[src/rtl/cnn_stage_sequencer.sv]
// Sequencer for the CNN layer chain: releases stages strictly in order, waits for each
// stage's done, watches each stage with a watchdog and records per-stage and total latency.
module cnn_stage_sequencer #(
    parameter int NUM_STAGES   = 6,
    parameter int CNT_W        = 24,
    parameter int TIMEOUT      = 2000000,
    parameter int REARM_CYCLES = 2,
    parameter int SEL_W        = 3
) (
    input  logic                  clk_i,
    input  logic                  rstn_i,
    input  logic                  start_i,
    input  logic                  abort_i,
    input  logic [NUM_STAGES-1:0] stage_done_i,
    output logic [NUM_STAGES-1:0] stage_rstn_o,
    output logic                  busy_o,
    output logic                  done_o,
    output logic                  result_valid_o,
    output logic                  error_o,
    output logic [SEL_W-1:0]      err_stage_o,
    output logic [CNT_W-1:0]      total_cycles_o,
    input  logic [SEL_W-1:0]      lat_sel_i,
    output logic [CNT_W-1:0]      stage_lat_o
);

    localparam int REARM_EFF = (REARM_CYCLES < 1) ? 1 : REARM_CYCLES;
    localparam int RW        = (REARM_EFF > 1) ? $clog2(REARM_EFF) : 1;
    localparam logic [RW-1:0]         REARM_LAST = RW'(REARM_EFF - 1);
    localparam logic [CNT_W-1:0]      CNT_MAX    = {CNT_W{1'b1}};
    localparam logic [CNT_W-1:0]      TO_LAST    = CNT_W'(TIMEOUT - 1);
    localparam logic [SEL_W-1:0]      LAST_STAGE = SEL_W'(NUM_STAGES - 1);
    localparam logic [NUM_STAGES-1:0] ALL_OFF    = {NUM_STAGES{1'b0}};
    localparam logic [NUM_STAGES-1:0] ALL_ON     = {NUM_STAGES{1'b1}};

    typedef enum logic [2:0] {
        S_IDLE  = 3'd0,
        S_REARM = 3'd1,
        S_RUN   = 3'd2,
        S_HOLD  = 3'd3,
        S_ERR   = 3'd4
    } state_e;

    state_e                  state_q, state_d;
    logic [SEL_W-1:0]        cur_q, cur_d;
    logic [RW-1:0]           rearm_q, rearm_d;
    logic [CNT_W-1:0]        cnt_q, cnt_d;
    logic [CNT_W-1:0]        total_q, total_d;
    logic [CNT_W-1:0]        lat_q [NUM_STAGES];
    logic [CNT_W-1:0]        lat_d [NUM_STAGES];
    logic [NUM_STAGES-1:0]   rstn_q, rstn_d;
    logic                    busy_q, busy_d;
    logic                    done_q, done_d;
    logic                    valid_q, valid_d;
    logic                    error_q, error_d;
    logic [SEL_W-1:0]        err_stage_q, err_stage_d;
    logic                    done_sel_s;
    logic                    qual_s;
    logic                    start_acc_s;

    function automatic logic [CNT_W-1:0] sat_inc(input logic [CNT_W-1:0] v);
        sat_inc = (v == CNT_MAX) ? v : v + CNT_W'(1);
    endfunction

    function automatic logic [NUM_STAGES-1:0] run_mask(input logic [SEL_W-1:0] c);
        run_mask = ALL_OFF;
        for (int k = 0; k < NUM_STAGES; k++) begin
            run_mask[k] = (SEL_W'(k) <= c);
        end
    endfunction

    // Pick the done line of the active stage; a done seen while cnt is still 0 is stale.
    always_comb begin
        done_sel_s = 1'b0;
        for (int k = 0; k < NUM_STAGES; k++) begin
            done_sel_s = done_sel_s | (stage_done_i[k] & (SEL_W'(k) == cur_q));
        end
        qual_s = done_sel_s & (cnt_q != {CNT_W{1'b0}});
    end

    // Latency readback mux; selects beyond the last stage read as zero.
    always_comb begin
        stage_lat_o = {CNT_W{1'b0}};
        for (int k = 0; k < NUM_STAGES; k++) begin
            stage_lat_o = stage_lat_o | (lat_q[k] & {CNT_W{(SEL_W'(k) == lat_sel_i)}});
        end
    end

    // Next-state and next-output logic of the sequencer.
    always_comb begin
        state_d     = state_q;
        cur_d       = cur_q;
        rearm_d     = rearm_q;
        cnt_d       = cnt_q;
        total_d     = total_q;
        lat_d       = lat_q;
        rstn_d      = rstn_q;
        busy_d      = busy_q;
        done_d      = 1'b0;
        valid_d     = valid_q;
        error_d     = error_q;
        err_stage_d = err_stage_q;
        start_acc_s = 1'b0;
        case (state_q)
            S_IDLE, S_ERR: begin
                start_acc_s = start_i & ~abort_i;
            end
            S_HOLD: begin
                if (abort_i) begin
                    state_d = S_IDLE;
                    rstn_d  = ALL_OFF;
                    valid_d = 1'b0;
                end else begin
                    start_acc_s = start_i;
                end
            end
            S_REARM: begin
                if (abort_i) begin
                    state_d = S_IDLE;
                    rstn_d  = ALL_OFF;
                    busy_d  = 1'b0;
                end else if (rearm_q == REARM_LAST) begin
                    state_d = S_RUN;
                    cur_d   = {SEL_W{1'b0}};
                    cnt_d   = {CNT_W{1'b0}};
                    total_d = {CNT_W{1'b0}};
                    rstn_d  = run_mask({SEL_W{1'b0}});
                end else begin
                    rearm_d = rearm_q + RW'(1);
                end
            end
            S_RUN: begin
                if (abort_i) begin
                    state_d = S_IDLE;
                    rstn_d  = ALL_OFF;
                    busy_d  = 1'b0;
                end else if (qual_s) begin
                    for (int k = 0; k < NUM_STAGES; k++) begin
                        lat_d[k] = (SEL_W'(k) == cur_q) ? cnt_q : lat_q[k];
                    end
                    if (cur_q == LAST_STAGE) begin
                        state_d = S_HOLD;
                        rstn_d  = ALL_ON;
                        busy_d  = 1'b0;
                        done_d  = 1'b1;
                        valid_d = 1'b1;
                    end else begin
                        cur_d   = cur_q + SEL_W'(1);
                        cnt_d   = {CNT_W{1'b0}};
                        rstn_d  = run_mask(cur_q + SEL_W'(1));
                        total_d = sat_inc(total_q);
                    end
                end else if (cnt_q == TO_LAST) begin
                    state_d     = S_ERR;
                    rstn_d      = ALL_OFF;
                    busy_d      = 1'b0;
                    error_d     = 1'b1;
                    err_stage_d = cur_q;
                end else begin
                    cnt_d   = sat_inc(cnt_q);
                    total_d = sat_inc(total_q);
                end
            end
            default: begin
                state_d = S_IDLE;
                rstn_d  = ALL_OFF;
                busy_d  = 1'b0;
            end
        endcase
        // An accepted start wipes the previous run's results before rearming.
        if (start_acc_s) begin
            state_d     = S_REARM;
            rearm_d     = {RW{1'b0}};
            rstn_d      = ALL_OFF;
            busy_d      = 1'b1;
            valid_d     = 1'b0;
            error_d     = 1'b0;
            err_stage_d = {SEL_W{1'b0}};
            total_d     = {CNT_W{1'b0}};
            for (int k = 0; k < NUM_STAGES; k++) begin
                lat_d[k] = {CNT_W{1'b0}};
            end
        end else begin
            start_acc_s = 1'b0;
        end
    end

    // State and output registers with synchronous active-low reset.
    always_ff @(posedge clk_i) begin
        if (!rstn_i) begin
            state_q     <= S_IDLE;
            cur_q       <= {SEL_W{1'b0}};
            rearm_q     <= {RW{1'b0}};
            cnt_q       <= {CNT_W{1'b0}};
            total_q     <= {CNT_W{1'b0}};
            rstn_q      <= ALL_OFF;
            busy_q      <= 1'b0;
            done_q      <= 1'b0;
            valid_q     <= 1'b0;
            error_q     <= 1'b0;
            err_stage_q <= {SEL_W{1'b0}};
            for (int k = 0; k < NUM_STAGES; k++) begin
                lat_q[k] <= {CNT_W{1'b0}};
            end
        end else begin
            state_q     <= state_d;
            cur_q       <= cur_d;
            rearm_q     <= rearm_d;
            cnt_q       <= cnt_d;
            total_q     <= total_d;
            rstn_q      <= rstn_d;
            busy_q      <= busy_d;
            done_q      <= done_d;
            valid_q     <= valid_d;
            error_q     <= error_d;
            err_stage_q <= err_stage_d;
            for (int k = 0; k < NUM_STAGES; k++) begin
                lat_q[k] <= lat_d[k];
            end
        end
    end

    assign stage_rstn_o   = rstn_q;
    assign busy_o         = busy_q;
    assign done_o         = done_q;
    assign result_valid_o = valid_q;
    assign error_o        = error_q;
    assign err_stage_o    = err_stage_q;
    assign total_cycles_o = total_q;

endmodule

[config.mk]
export PLATFORM = sky130hd
export DESIGN_NAME = cnn_stage_sequencer
export DESIGN_NICKNAME = d
export VERILOG_FILES = /design/src/rtl/cnn_stage_sequencer.sv
export SDC_FILE = /design/constraint.sdc
export NUM_CORES = 1
export LEC_CHECK = 0
export ABC_AREA = 1
export BUFFER_PORTS_ARGS = -buffer_cell sky130_fd_sc_hd__buf_2
export CELL_PAD_IN_SITES_DETAIL_PLACEMENT = 0
export CELL_PAD_IN_SITES_GLOBAL_PLACEMENT = 1
export CORE_MARGIN = 2
export CORE_UTILIZATION = 43
export DETAILED_ROUTE_END_ITERATION = 8
export GPL_TIMING_DRIVEN = 1
export PLACE_DENSITY = 0.84
export RECOVER_POWER = 50
export SLEW_MARGIN = 20
export SYNTH_ARGS = -nofsm -noshare
export SYNTH_HDL_FRONTEND = slang
export SYNTH_SLANG_ARGS = --single-unit
[constraint.sdc]
create_clock -name clk_i -period 2.78 [get_ports clk_i]
set_input_delay 0.417 -clock clk_i [delete_from_list [all_inputs] [get_ports clk_i]]
set_output_delay 0.417 -clock clk_i [all_outputs]
set_load 0.02 [all_outputs]
-- Yosys cells after proc, flatten, opt, wreduce, memory -nomap -nowiden
Index checks and enable logic that the tools add are counted.
- register bits after elaboration: 212
- bits of input ports: 13
- output and inout bits: 61
- logic and storage cells: 173
- add/subtract/negate cells: 4
- $lt $le $gt $ge: 6
- equality and inequality tests: 38
- mux-type cells: 52
- bitwise operators: 29
- reductions and logical operators: 26
- operator list (operator ; number):
    24-bit 2-to-1 mux ; 12
    24-bit bitwise AND ; 6
    24-bit bitwise OR ; 5
    24-bit case mux with 2 select lines ; 2
    24-bit by 1-bit adder with 24-bit output, second input constant ; 2
    24-bit equality test, second input constant ; 2
    6-bit 2-to-1 mux ; 7
    3-bit 2-to-1 mux ; 12
    4-bit AND reduction ; 9
    24-bit by 21-bit equality test with 1-bit output, second input constant ; 1
    6-bit case mux with 4 select lines ; 1
    24-bit nonzero test ; 1
    3-bit inequality test, second input constant ; 6
    2-bit inequality test, second input constant ; 8
    5-bit AND reduction ; 3
    1-bit 2-to-1 mux ; 13
    2-bit by 3-bit equality test with 1-bit output, first input constant ; 4
    3-bit equality test, first input constant ; 4
    4-bit inequality test, second input constant ; 3
    3-bit case mux with 4 select lines ; 1
    6-bit AND reduction ; 2
    5-bit inequality test, second input constant ; 2
    3-bit zero test ; 3
    1-bit bitwise AND ; 8
    other kinds (21) ; 38

-- Logic depth before layout (Yosys ltp)
- depth after elaboration: 12
- gate-level depth with buffers: 17
- gate-level depth less buffers: 16

-- Worst setup path before layout
Ideal clock, no wire load.
- path kind: flip-flop to flip-flop
- from: reg cur_q[2]
- to: reg lat_q[107] (netlist name)
- library setup time: 0.113 ns
- arrival: 2.328 ns
- data required time: 2.667 ns
- setup slack: 0.339 ns
- cell stages (with the launch flop): 18
- path buffers: 4
- period minus slack after synthesis: 2.441 ns
- cell sequence: dfxtp_1 inv_2 clkbuf_1 clkbuf_1 ha_1 nand2_1 nand2_1 inv_1 nand2_1 nand2_2 nor2_2 nand2_2 inv_4 nand3_2 buf_2 buf_4 nor2_1 nor2_1
- longest elaborated chain between the ends: 9
- elaborated cells between the ends (all ways): 19
- classes of those cells: eq/ne (5); bitwise (12); reduce/logical (2)
- RTL lines (what ; RTL line ; RTL):
    start, declared ; 44 ; logic [SEL_W-1:0] cur_q, cur_d;
    start signal, assigned ; 191 ; cur_q <= {SEL_W{1'b0}};
    start signal, assigned ; 206 ; cur_q <= cur_d;
    1-bit by 3-bit equality test with 1-bit output / 3-bit zero test (equally long branches) ; 75, 138 ;
    1-bit bitwise AND ; 75 ; done_sel_s = done_sel_s | (stage_done_i[k] & (SEL_W'(k) == cur_q));
    1-bit bitwise OR (5 in series) ; 75 ;
    1-bit bitwise AND ; 77 ; qual_s = done_sel_s & (cnt_q != {CNT_W{1'b0}});
    4-bit AND reduction (no line) * ; -- ;
    end signal, assigned by index ; 202 ; lat_q[k] <= {CNT_W{1'b0}};
    end signal, assigned by index ; 217 ; lat_q[k] <= lat_d[k];
    end, declared ; 48 ; logic [CNT_W-1:0] lat_q [NUM_STAGES];
Every way passes the cells marked *; elsewhere a longest branch is shown, timed or not.
A chain may end at the register's enable or synchronous reset.

-- Final worst setup path
- from: in lat_sel_i[2]
- to: out stage_lat_o[6]
- longest elaborated chain between the ends: 7
- elaborated cells between the ends (all ways): 17
- classes of those cells: eq/ne (5); bitwise (11); reduce/logical (1)
- RTL lines (what ; RTL line ; RTL):
    start, declared ; 22 ; input logic [SEL_W-1:0] lat_sel_i,
    1-bit by 3-bit equality test with 1-bit output / 3-bit zero test (equally long branches) ; 84 ; stage_lat_o = stage_lat_o | (lat_q[k] & {CNT_W{(SEL_W'(k) == lat_sel_i)}});
    24-bit bitwise AND ; 84 ;
    24-bit bitwise OR (4 in series) ; 84 ;
    24-bit bitwise OR * ; 84 ;
    end, declared ; 23 ; output logic [CNT_W-1:0] stage_lat_o
Marked as above.

==> impl_metrics.yaml <==
cts:
  clk_pin_slew_worst_paths_ps: 60
  cts_made_buffers: 25
  root_buffer: "clkbuf_16"
  holdBufCountCts: 0
  cts_tree: "yes"
  worst_skew_pair.late_latency_ps: 530
  clock-sinks: 212
  clock_path_buffers: 3
  cts_htree_levels: 1
synthesis:
  synth_area_leaders: "dfxtp_1, nand2_1, nor2_1, a21oi_1, nand3_1"
  synth_fp_nets: 1624
  synthMuxAreaShare_pct: 0
  synth_top_area_cell: "dfxtp_1"
  synthXorXnorAreaFrac_pct: 0.9967
  synthAdderAreaFrac_pct: 1.068
  ys_ff_latch: 212
  synth_cells: 1602
  async_reset_ff_share_pct: 0
  syn_area_per_cell_um2: 6.582
  yosysSeqAreaShare_pct: 40.25
  yosys.area_share.simple_pct: 32.88
  yosysWarnings: 0
  yosysMostFrequentCell: "nand2_1"
  yosysTopAreaCellShare_pct: 40.25
  synth_top_flop_cell: "dfxtp_1"
  yosys-top-cells-count: "nand2_1, nor2_1, dfxtp_1, a21oi_1, inv_1"
  synth_top_family_by_area: "simple AND/OR/NAND/NOR gates"
  netlist_area_mm2: 0.01055
  synth_edf_count: 0
  synth-compound-area-share_pct: 15.34
  synth_cell_types: 36
pwr:
  p_per_area_mw_per_mm2: 704.6
  peakVddDrop_uv: 403.9
  leakage_nw: 4.714
sta:
  finClkSkew_ps: 15.31
  min_period_ps: 2513
  hold_viol: 0
  max_freq_ghz: 0.3980
  post-route-period-util_pct: 90.39
  rsz0062_at_grt: "false"
  fin_hold_ws_ps: 226.0
  worstMarginPinSlew_ps: 808.1
  setup_viol: 0
  drv_slew: 0
  tns_ps: 0
  max_slew_margin_pct: 46.07
grt:
  grt_pass1_wl_mm: 52.18
  grt_pass1_vias: 9806
  track_usage_pct: 24.58
  grt_max_degree: 122
  grt_overflow: 0
  antenna_found_initial: 0
detailed_routing:
  viasPerCell: 5.297
  wl_per_cell_um: 16.06
  post-route-drc-count: 0
  ant_nets: 0
  finalWirelength_mm: 31.97
  vias: 10541
  first_pass_iters: 5
  detailedRoute.firstIterationViolations: 902
worst_setup_path:
  critPathSlowestCell: "clkbuf_2"
  rrSetupSlack_ps: 280
  reg2regPathDepth: 15
  arrival_ps: 2100
  worstSetupStartpointType: "primary input"
  reg2reg_from: "cur_q[0]$_SDFFE_PN0P_"
  path_depth: 8
  cp_top_family: "buffers and inverters"
  path_cells: "buf_2 > inv_1 > nand2_1 > clkbuf_2 > o22ai_1 > a221oi_1 > nand3_1 > clkbuf_1"
  cp_num_buf_inv: 4
  cp-end-kind: "output port"
  cp-endpoint: "stage_lat_o[6]"
  cp_data_required_time_ps: 2360
  path_max_fanout: 24
  slowest_delay_ps: 560
  crit_start: "lat_sel_i[2]"
  r2r-end: "lat_q[91]$_SDFFE_PP0P_"
  path_class: "in -> out"
final_layout:
  fin_nets: 1671
  syn2layout_area_growth_pct: 14.36
  diodes: 0
  layout.cells.non_filler: 1990
  layout-drive-gt1-share_pct: 8.163
  fin_area_mm2: 0.01206
  nFillCells: 2496
status:
  outcome: "finished clean"
die:
  die_x_um: 160.6
  chipHeight_um: 160.6
  row_count: 57
  fp.coreArea_mm2: 0.02418
  dieArea_mm2: 0.02579
  initial_core_util_pct: 43.62
  io_pins: 74
place:
  port_buffers: 73
  hpwl_mm: 21.28
  dp_cells: 1945
  gp_routability_congestion: 0.9156
  post_dp_cell_area_mm2: 0.01133
hold_path:
  hp-class: "in -> reg"
run:
  cap_viol_max_count: 0
## metal layers
layer	vias up	track usage [%]	part of all wire (%)
met4	0	6.061	2.1
met2	282	40.87	46
met1	4890	33.92	47
met5	-	0	0
met3	50	3.254	5.4
li1	5319	-	-
## timing repair
| action | CTS | global route |
|---|---|---|
| setup endpoints to repair | 0 | 30 |
| resized for setup | 0 | 2 |
| setup buffers | 0 | 1 |
## area by class of cell
type                            count  area (um2)  area share, %
Clock buffer                       37       770.7          6.391
Clock inverter                      7       41.29         0.3424
Inverter                          128       483.0          4.005
Multi-Input combinational cell   1152        5316          44.09
Sequential cell                   212        4244          35.19
Tap cell                          324       405.4          3.362
Timing Repair Buffer              130       798.3          6.620
## registers in the layout, summed over array words and instances (netlist names)
| register | cells |
|---|---|
| lat_q | 144 |
| cnt_q | 24 |
| total_cycles_o | 24 |
| stage_rstn_o | 6 |
| cur_q | 3 |
| err_stage_o | 3 |
| state_q | 3 |
| busy_o | 1 |
| done_o | 1 |
| error_o | 1 |
| rearm_q | 1 |
| result_valid_o | 1 |
## cells by family after synthesis
logic type,Yosys count
XOR/XNOR,12
flip-flops,212
buffers and inverters,238
adder cells (fa/ha/maj),9
AND/OR/NAND/NOR,841
AO/OA/AOI/OAI,290
## per-stage QoR
stage	setup WS, ps	total power, mW	utilization [%]
after CTS	226.8	8.555	50.24
after global placement	296.3	5.353	46.88
after detailed placement	232.5	5.362	46.88
after global routing	22.40	8.932	49.88
after floorplan	339.3	4.758	-
final	267.2	8.497	49.88
## worst min path at each step
| stage | start | end | depth (start not counted) |
|---|---|---|---|
| global route | abort_i | done_o$_SDFF_PP0_ | 2 |
| CTS | rstn_i | cnt_q[23]$_SDFFE_PN0P_ | 3 |
| floorplan | lat_q[75]$_SDFFE_PP0P_ | lat_q[75]$_SDFFE_PP0P_ | 2 |
| finish | abort_i | done_o$_SDFF_PP0_ | 2 |
| global placement | err_stage_o[0]$_SDFFE_PP0P_ | err_stage_o[0]$_SDFFE_PP0P_ | 2 |
| detailed placement | err_stage_o[0]$_SDFFE_PP0P_ | err_stage_o[0]$_SDFFE_PP0P_ | 2 |
## power by group
| group | switching (mW) | leakage, nW | internal (mW) |
|---|---|---|---|
| sequential | 0.149 | 1.71 | 3.18 |
| combinational | 1.43 | 2.60 | 0.539 |
| clock | 1.29 | 0.407 | 1.90 |
## layout by cell type (no fill, tap or decap), types with 6 or more instances in the layout
cell type | netlist | layout
inv_1 | 120 | 121
nand4_1 | 32 | 33
buf_12 | 0 | 6
nand3_1 | 100 | 101
nor2_1 | 240 | 240
ha_1 | 9 | 9
o211ai_1 | 6 | 6
clkbuf_1 | 46 | 62
a21oi_1 | 161 | 161
buf_4 | 10 | 45
a221oi_1 | 24 | 24
o21ai_0 | 68 | 68
nor3_1 | 31 | 28
clkbuf_16 | 0 | 25
xor2_1 | 10 | 10
dfxtp_1 | 212 | 212
clkbuf_8 | 0 | 10
o22ai_1 | 20 | 20
nand2_1 | 420 | 420
buf_2 | 46 | 13
(Power assumes the default switching activity.)
